==> src/rtl/rv32i_pkg.sv <==
// Shared RV32I pipeline definitions: register file geometry,
// writeback request bundle and small helpers.
package rv32i_pkg;

    localparam int XLEN      = 32;
    localparam int NREG      = 32;
    localparam int REG_IDX_W = 5;

    typedef struct packed {
        logic                 valid;
        logic [REG_IDX_W-1:0] rd;
        logic [XLEN-1:0]      data;
    } wb_req_t;

    function automatic logic [5:0] popcount(input logic [NREG-1:0] v);
        logic [5:0] c;
        c = '0;
        for (int i = 0; i < NREG; i++) begin
            c = c + {5'd0, v[i]};
        end
        return c;
    endfunction

endpackage

==> src/rtl/wb_arbiter_rv32i.sv <==
// Two-source writeback arbiter (LSU over ALU) with a registered
// register-file write port.
module wb_arbiter_rv32i
    import rv32i_pkg::*;
(
    input  logic                 clk,
    input  logic                 rst,
    input  logic                 alu_valid,
    input  logic [REG_IDX_W-1:0] alu_rd,
    input  logic [XLEN-1:0]      alu_data,
    output logic                 alu_ready,
    input  logic                 lsu_valid,
    input  logic [REG_IDX_W-1:0] lsu_rd,
    input  logic [XLEN-1:0]      lsu_data,
    output logic                 lsu_ready,
    output logic                 grant_valid,
    output logic [REG_IDX_W-1:0] grant_rd,
    output logic                 wb_we,
    output logic [REG_IDX_W-1:0] wb_rd,
    output logic [XLEN-1:0]      wb_wd
);

    wb_req_t alu_req;
    wb_req_t lsu_req;
    wb_req_t grant;

    always_comb begin
        alu_req = '{valid: alu_valid, rd: alu_rd, data: alu_data};
        lsu_req = '{valid: lsu_valid, rd: lsu_rd, data: lsu_data};
        grant   = lsu_req.valid ? lsu_req : alu_req;
    end

    // Loads never wait, so the LSU needs no skid buffering.
    assign lsu_ready   = 1'b1;
    assign alu_ready   = !lsu_valid;
    assign grant_valid = grant.valid;
    assign grant_rd    = grant.rd;

    // x0 writes are consumed but never reach the register file.
    always_ff @(posedge clk or posedge rst) begin
        if (rst) begin
            wb_we <= 1'b0;
            wb_rd <= '0;
            wb_wd <= '0;
        end else begin
            wb_we <= grant.valid && (grant.rd != '0);
            wb_rd <= grant.rd;
            wb_wd <= grant.data;
        end
    end

endmodule

==> src/rtl/wb_scoreboard_rv32i.sv <==
// Register scoreboard: stalls RAW/WAW hazards at issue and retires
// pending writes as the arbitrated writeback commits.
module wb_scoreboard_rv32i #(
    parameter int W    = 32,
    parameter int NREG = 32
) (
    input  logic            clk,
    input  logic            rst,
    input  logic            iss_valid,
    input  logic [4:0]      iss_rs1,
    input  logic [4:0]      iss_rs2,
    input  logic [4:0]      iss_rd,
    input  logic            iss_uses_rd,
    output logic            iss_ready,
    input  logic            alu_valid,
    input  logic [4:0]      alu_rd,
    input  logic [W-1:0]    alu_data,
    output logic            alu_ready,
    input  logic            lsu_valid,
    input  logic [4:0]      lsu_rd,
    input  logic [W-1:0]    lsu_data,
    output logic            lsu_ready,
    output logic            wb_we,
    output logic [4:0]      wb_rd,
    output logic [W-1:0]    wb_wd,
    output logic [NREG-1:0] busy,
    output logic [5:0]      pending_cnt,
    output logic            err_spurious
);

    import rv32i_pkg::*;

    logic            grant_valid;
    logic [4:0]      grant_rd;
    logic            iss_set;
    logic            spurious;
    logic [NREG-1:0] busy_next;

    wb_arbiter_rv32i u_arb (
        .clk         (clk),
        .rst         (rst),
        .alu_valid   (alu_valid),
        .alu_rd      (alu_rd),
        .alu_data    (alu_data),
        .alu_ready   (alu_ready),
        .lsu_valid   (lsu_valid),
        .lsu_rd      (lsu_rd),
        .lsu_data    (lsu_data),
        .lsu_ready   (lsu_ready),
        .grant_valid (grant_valid),
        .grant_rd    (grant_rd),
        .wb_we       (wb_we),
        .wb_rd       (wb_rd),
        .wb_wd       (wb_wd)
    );

    assign iss_ready = !(busy[iss_rs1] || busy[iss_rs2] ||
                         (iss_uses_rd && busy[iss_rd]));

    assign iss_set  = iss_valid && iss_ready && iss_uses_rd &&
                      (iss_rd != '0);
    assign spurious = grant_valid && (grant_rd != '0) && !busy[grant_rd];

    // Set is applied after clear so a same-register collision keeps it busy.
    always_comb begin
        busy_next = busy;
        if (wb_we) begin
            busy_next[wb_rd] = 1'b0;
        end
        if (iss_set) begin
            busy_next[iss_rd] = 1'b1;
        end
    end

    always_ff @(posedge clk or posedge rst) begin
        if (rst) begin
            busy         <= '0;
            err_spurious <= 1'b0;
        end else begin
            busy <= busy_next;
            if (spurious) begin
                err_spurious <= 1'b1;
            end
        end
    end

    assign pending_cnt = popcount(busy);

endmodule

==> config.mk <==
export PLATFORM = sky130hd
export DESIGN_NAME = wb_scoreboard_rv32i
export DESIGN_NICKNAME = d
export VERILOG_FILES = /design/src/rtl/rv32i_pkg.sv /design/src/rtl/wb_arbiter_rv32i.sv /design/src/rtl/wb_scoreboard_rv32i.sv
export SDC_FILE = /design/constraint.sdc
export NUM_CORES = 1
export LEC_CHECK = 0
export CAP_MARGIN = 10
export CORE_MARGIN = 3
export CORE_UTILIZATION = 51
export CTS_BUF_LIST = sky130_fd_sc_hd__clkbuf_4
export CTS_CLUSTER_SIZE = 28
export DETAILED_ROUTE_END_ITERATION = 10
export GPL_TIMING_DRIVEN = 0
export PLACE_DENSITY_LB_ADDON = 0.1
export SYNTH_ARGS = -nofsm -noshare
export SYNTH_HDL_FRONTEND = slang
export SYNTH_HIERARCHICAL = 1
export SYNTH_SLANG_ARGS = --single-unit
==> constraint.sdc <==
create_clock -name clk -period 7.35 [get_ports clk]
set_input_delay 0.735 -clock clk [delete_from_list [all_inputs] [get_ports clk]]
set_output_delay 0.735 -clock clk [all_outputs]
set_load 0.005 [all_outputs]
==> results of run 1 <==
[synth_stat cells (2+ instances only)]
master / number
a21o_1: 2
a21oi_1: 3
a31oi_1: 4
buf_1: 2
buf_2: 9
buf_4: 6
buf_6: 6
clkbuf_1: 10
dfrtp_1: 71
fa_1: 24
ha_1: 7
inv_1: 42
mux2_1: 3
mux2_2: 37
mux2i_1: 16
mux4_2: 26
nand2_1: 10
nand2b_1: 6
nand3_1: 5
nand3b_1: 8
nand4_1: 3
nor2_1: 12
nor2b_1: 4
nor3_1: 3
nor3b_1: 2
o21a_1: 2
o21ai_0: 33
o21ai_1: 5
o31ai_1: 7
o41ai_1: 2
o41ai_2: 17
or2_2: 6
or3_1: 4
or3b_2: 2
or4_1: 6
xnor2_1: 2
[worst reg2reg max path, stage by stage (launching register included)]
cell      delay [ns]
dfrtp_1         0.56
mux4_2          0.56
o211ai_2        0.15
o31ai_1         0.11
nor4_2          0.40
nand4_2         0.27
buf_6           0.25
o41ai_2         0.37
[final cells by class]
| type | count | area (um2) |
|---|---|---|
| Fill cell | 687 | 2384 |
| Tap cell | 129 | 161.4 |
| Clock inverter | 7 | 71.32 |
| Sequential cell | 71 | 1777 |
| Inverter | 42 | 157.7 |
| Clock buffer | 9 | 67.56 |
| Buffer | 33 | 202.7 |
| Multi-Input combinational cell | 282 | 2993 |
| Timing Repair Buffer | 167 | 1689 |
[power breakdown]
part	switching (mW)	leakage, nW	internal, mW
sequential	0.212	0.850	0.463
combinational	1.73	1.98	2.51
clock	0.144	0.0704	0.104
total	2.08	2.90	3.08
[sequential cells by signal, indices dropped and copies added, names as in the netlist]
register	count
u_arb/wb_wd	32
busy	32
u_arb/wb_rd	5
err_spurious	1
u_arb/wb_we	1
[worst paths after layout]
path / endpoint / startpoint
max: pending_cnt[4] / busy[23]$_DFF_PP0_
min reg2reg: err_spurious$_DFFE_PP0P_ / err_spurious$_DFFE_PP0P_
max in group asynchronous: u_arb/wb_wd[18]$_DFF_PP0_ / rst
max reg2reg: busy[23]$_DFF_PP0_ / busy[20]$_DFF_PP0_
min in group asynchronous: busy[22]$_DFF_PP0_ / rst
min: err_spurious$_DFFE_PP0P_ / err_spurious$_DFFE_PP0P_
[layer usage]
layer / up-vias / routed length (um) / track usage, %
met2: 389 / 7456 / 46.47
met1: 2154 / 5589 / 35.78
met5: - / 11 / 0
met4: 2 / 705 / 13.78
li1: 1933 / - / -
met3: 65 / 2509 / 12.75
[cells by family after synthesis]
logic type,count (synthesis)
compound gates,89
xor+xnor,3
fa+ha+maj,31
buf+inv,75
flops,71
mux,83
other cells,1
simple gates,75
[metrics by stage]
step	utilization, %	hold WS, ns	power [mW]	setup slack [ns]
2_1_floorplan	-	0.4626	3.058	2.018
3_3_place_gp	73.17	0.4554	4.855	1.328
3_5_place_dp	73.46	0.4666	4.997	1.224
4_1_cts	74.92	0.4945	5.254	0.7309
5_1_grt	74.92	0.5435	5.805	0.5683
6_report	74.92	0.4879	5.159	0.7621
==> results.yml, run 1 <==
run_status:
  status: "completed"
critical_path:
  r2r_slack_ns: 4.57
  crit_top_cell: "fa_1"
  crit_fanout: 7
  required_ns: 6.61
  cpMaxStageDelayCell: "dfrtp_1"
  arrival_ns: 5.85
  timing_worst_setup_path_type: "flip-flop to primary output"
  max_stage_delay_ns: 0.67
  cp.depth: 16
  critPathTopFamily: "adder cells"
  start_kind: "flip-flop"
  crit_chain: "fa_1, fa_1, inv_1, fa_1, inv_1, fa_1, fa_1, inv_1, fa_1, inv_1, ha_1, fa_1, a21o_1, a21oi_1, xnor2_1, clkdlybuf4s50_1"
  reg2reg_depth: 7
  cp-end-kind: "primary output"
  cp.buffers_inverters: 5
die:
  die_h_um: 106.3
  placementRows: 35
  coreArea_um2: 9503
  ios: 175
  die_x_um: 106.3
  dieArea_um2: 11300
  start_util_pct: 53.98
layout:
  layout.cells.non_filler: 740
  final_nets: 732
  layout-drive-gt1-share_pct: 21.60
  layout_commonest_cell: "clkdlybuf4s50_1"
  most-common-layout-cells: "clkdlybuf4s50_1, dfrtp_1, inv_1"
  postLayoutCellArea_um2: 7119
  n_antenna_cell: 0
  area_delta_synth_final_pct: 38.78
synth:
  synth_warnings: 6
  yosys.area_share.simple_pct: 8.756
  async_flop_share_pct: 100.0
  synth_top_family_by_area: "multiplexers"
  synthTopCellsByArea: "dfrtp_1, mux4_2, fa_1"
  ys_ff_latch: 71
  synth_top_cell_area_share_pct: 34.63
  synth_ff_type: "dfrtp_1"
  synth_xor_xnor_area_share_pct: 0.5122
  ys_seq_area_share_pct: 34.63
  syn_area_um2: 5130
  syn_avg_cell_area_um2: 11.99
  synthAdderAreaFrac_pct: 11.07
  synth_largest_area_cell: "dfrtp_1"
  ys_types: 57
  syn-num-nets: 554
  synthCells: 428
  muxShareOfSynthArea_pct: 23.61
  synth_edf_count: 0
  synth-compound-area-share_pct: 14.32
job:
  cap_violations: 0
cts:
  clock_latency_ns: 0.42
  cts_setup_buffers: 0
  clk_pin_slew_ns: 0.12
  cts_buffers: 9
  cts_max_level: 3
  clock-sinks: 71
  cts-root-buf: "clkbuf_4"
  cts_max_path_buffers: 2
  cts_tree: "built"
  ctsResizeCount: 0
  cts_hold_buffers: 0
global_routing:
  grt-ovfl-total: 0
  antenna_found_initial: 1
  grt_pass1_wl_um: 25850
  grt_pass1_vias: 4835
  grt_util_all_layers_pct: 29.79
  grt_max_degree: 39
timing:
  finalSetupTns_ns: 0
  final-hold-violation-count: 0
  fin_crit_ns: 6.588
  tightest_slew_ns: 0.7820
  final_max_slew_viol_count: 0
  finalSetupViolCount: 0
  rsz0062_at_grt: "false"
  post-route-period-util_pct: 89.63
  finClkSkew_ns: 0.02632
  relSlewSlack_pct: 47.79
  timing.fmax_mhz: 151.8
hold_path:
  hold_path_class: "flip-flop to flip-flop"
  min_delay_path_depth: 1
power_and_ir_drop:
  peakVddDrop_v: 0.002210
  powerDensity_nw_per_um2: 724.6
  leakagePower_nw: 2.904
routing:
  viasPerCell: 6.139
  drtIter0Drc: 634
  wl_per_cell_um: 21.99
  wirelength_um: 16270
  vias: 4543
  drcViolationCount: 0
  firstDrtPassIters: 5
  postRouteAntennaNets: 0
placement:
  gp_congestion: 1.021
  dp.cells: 724
  portBuffers: 166
  hpwl_um: 12100
  placed_area_um2: 6980
Power figures use the tool's default switching activity.
==> run 2: changes to the inputs <==
--- a/config.mk
+++ b/config.mk
@@ -6,12 +6,12 @@
 export NUM_CORES = 1
 export LEC_CHECK = 0
 export CAP_MARGIN = 10
+export CORE_ASPECT_RATIO = 1.75
 export CORE_MARGIN = 3
 export CORE_UTILIZATION = 51
 export CTS_BUF_LIST = sky130_fd_sc_hd__clkbuf_4
 export CTS_CLUSTER_SIZE = 28
 export DETAILED_ROUTE_END_ITERATION = 10
-export GPL_TIMING_DRIVEN = 0
 export PLACE_DENSITY_LB_ADDON = 0.1
 export SYNTH_ARGS = -nofsm -noshare
 export SYNTH_HDL_FRONTEND = slang
==> results.yml, run 2 (same netlist as run 1, synthesis figures left out) <==
run_status:
  status: "completed"
layout:
  top_regs: "busy (32), u_arb/wb_wd (32), u_arb/wb_rd (5)"
  layout.cells.non_filler: 710
  layout-drive-gt1-share_pct: 18.74
  area_delta_synth_final_pct: 35.22
  final_nets: 710
  most-common-layout-cells: "clkdlybuf4s50_1, dfrtp_1, inv_1"
  layout_commonest_cell: "clkdlybuf4s50_1"
timing:
  final-hold-violation-count: 0
  fin_ws_ns: 0.7636
  fin_crit_ns: 6.586
  post-route-period-util_pct: 89.61
  final_max_slew_viol_count: 0
  rsz0062_at_grt: "false"
  finClkSkew_ns: 0.01236
  timing.fmax_mhz: 151.8
  finalSetupTns_ns: 0
  finalSetupViolCount: 0
  relSlewSlack_pct: 44.51
  tightest_slew_ns: 0.8324
critical_path:
  arrival_ns: 5.85
  crit_chain: "inv_1, fa_1, inv_1, fa_1, fa_1, fa_1, fa_1, inv_1, fa_1, inv_1, ha_1, fa_1, a21o_1, a21oi_1, xnor2_1, clkdlybuf4s50_1"
  start_kind: "flip-flop"
  cp-end-kind: "primary output"
  cpMaxStageDelayCell: "fa_1"
  crit_top_cell: "fa_1"
  max_stage_delay_ns: 0.56
  crit_fanout: 6
  timing_worst_setup_path_type: "flip-flop to primary output"
  required_ns: 6.61
global_routing:
  grt-ovfl-total: 0
  grt_pass1_wl_um: 25560
  met3_usage_pct: 8.843
  antenna_found_initial: 1
  grt_util_all_layers_pct: 31.06
  gr-usage-met1_pct: 32.85
  grtUsageMet2_pct: 50.96
  grt_max_degree: 40
  gr-max-usage-layer: "met2"
  grt_pass1_vias: 4608
placement:
  dp.cells: 695
  portBuffers: 173
  hpwl_um: 13260
  gp_congestion: 1.020
  place_ws_ns: 1.224
die:
  die_h_um: 138.7
  ios: 175
  die_x_um: 81.82
  dieArea_um2: 11350
  start_util_pct: 53.19
  coreArea_um2: 9644
  placementRows: 47
routing:
  drtIter0Drc: 413
  viasPerCell: 6.361
  drcViolationCount: 0
  vias: 4516
  wl_per_cell_um: 24.04
  postRouteAntennaNets: 0
  firstDrtPassIters: 5
  wirelength_um: 17070
job:
  cap_violations: 0
cts:
  cts_hold_buffers: 0
  ctsResizeCount: 0
  cts_max_level: 3
  cts-root-buf: "clkbuf_4"
  clock_latency_ns: 0.41
  cts_setup_buffers: 0
  cts_buffers: 9
  cts_max_path_buffers: 2
  clock-sinks: 71
  clk_pin_slew_ns: 0.11
  cts_tree: "built"
hold_path:
  hold_path_class: "flip-flop to flip-flop"
## run 2: worst paths after layout
| kind | start | to | slack [ns] | cells after the start |
|---|---|---|---|---|
| min in group asynchronous | rst | busy[15]$_DFF_PP0_ | 0.73 | 3 |
| worst max register to register | busy[28]$_DFF_PP0_ | busy[31]$_DFF_PP0_ | 4.71 | 7 |
| worst max-delay path | busy[0]$_DFF_PP0_ | pending_cnt[4] | 0.76 | 16 |
| worst min register to register | err_spurious$_DFFE_PP0P_ | err_spurious$_DFFE_PP0P_ | 0.54 | 1 |
| worst min-delay path | err_spurious$_DFFE_PP0P_ | err_spurious$_DFFE_PP0P_ | 0.54 | 1 |
| max in group asynchronous | rst | u_arb/wb_wd[23]$_DFF_PP0_ | 6.27 | 3 |
## run 2: final cells by class
type	count	area (um2)
multi-input combinational	282	2993
fill	730	2708
sequential	71	1777
timing repair buffer	178	1764
inverter	42	157.7
tap	122	152.6
clock buffer	10	75.07
clock inverter	4	15.01
antenna	1	2.502
## run 2: stage by stage
step / utilization, % / hold WS, ns / cell area [um2]
finish: 71.93 / 0.5372 / 6937
global route: 71.93 / 0.5681 / 6937
CTS: 71.90 / 0.5472 / 6934
detailed placement: 70.97 / 0.5243 / 6844
global placement: 70.97 / 0.5018 / 6844
floorplan: - / 0.4626 / 5130
## run 2: metal layers
metal  up-vias  part of all wire [%]
li1       1885                     -
met1      2208                    32
met2       351                    52
met3        72                   9.8
met4         0                   6.9
met5         -                     0
## run 2: worst max-delay path, delay by kind of cell, from the launching register on
kind                     cells  cell delay [ns]
XOR/XNOR                     1             0.14
adder cells (fa/ha/maj)      8             3.66
flip-flops                   1             0.44
AO/OA/AOI/OAI                2             0.37
buffers and inverters        5             0.83
Power of run 2 is left out: the tool's default activity adds up to more than one toggle a clock period on the data nets, which glitch-free logic cannot reach.
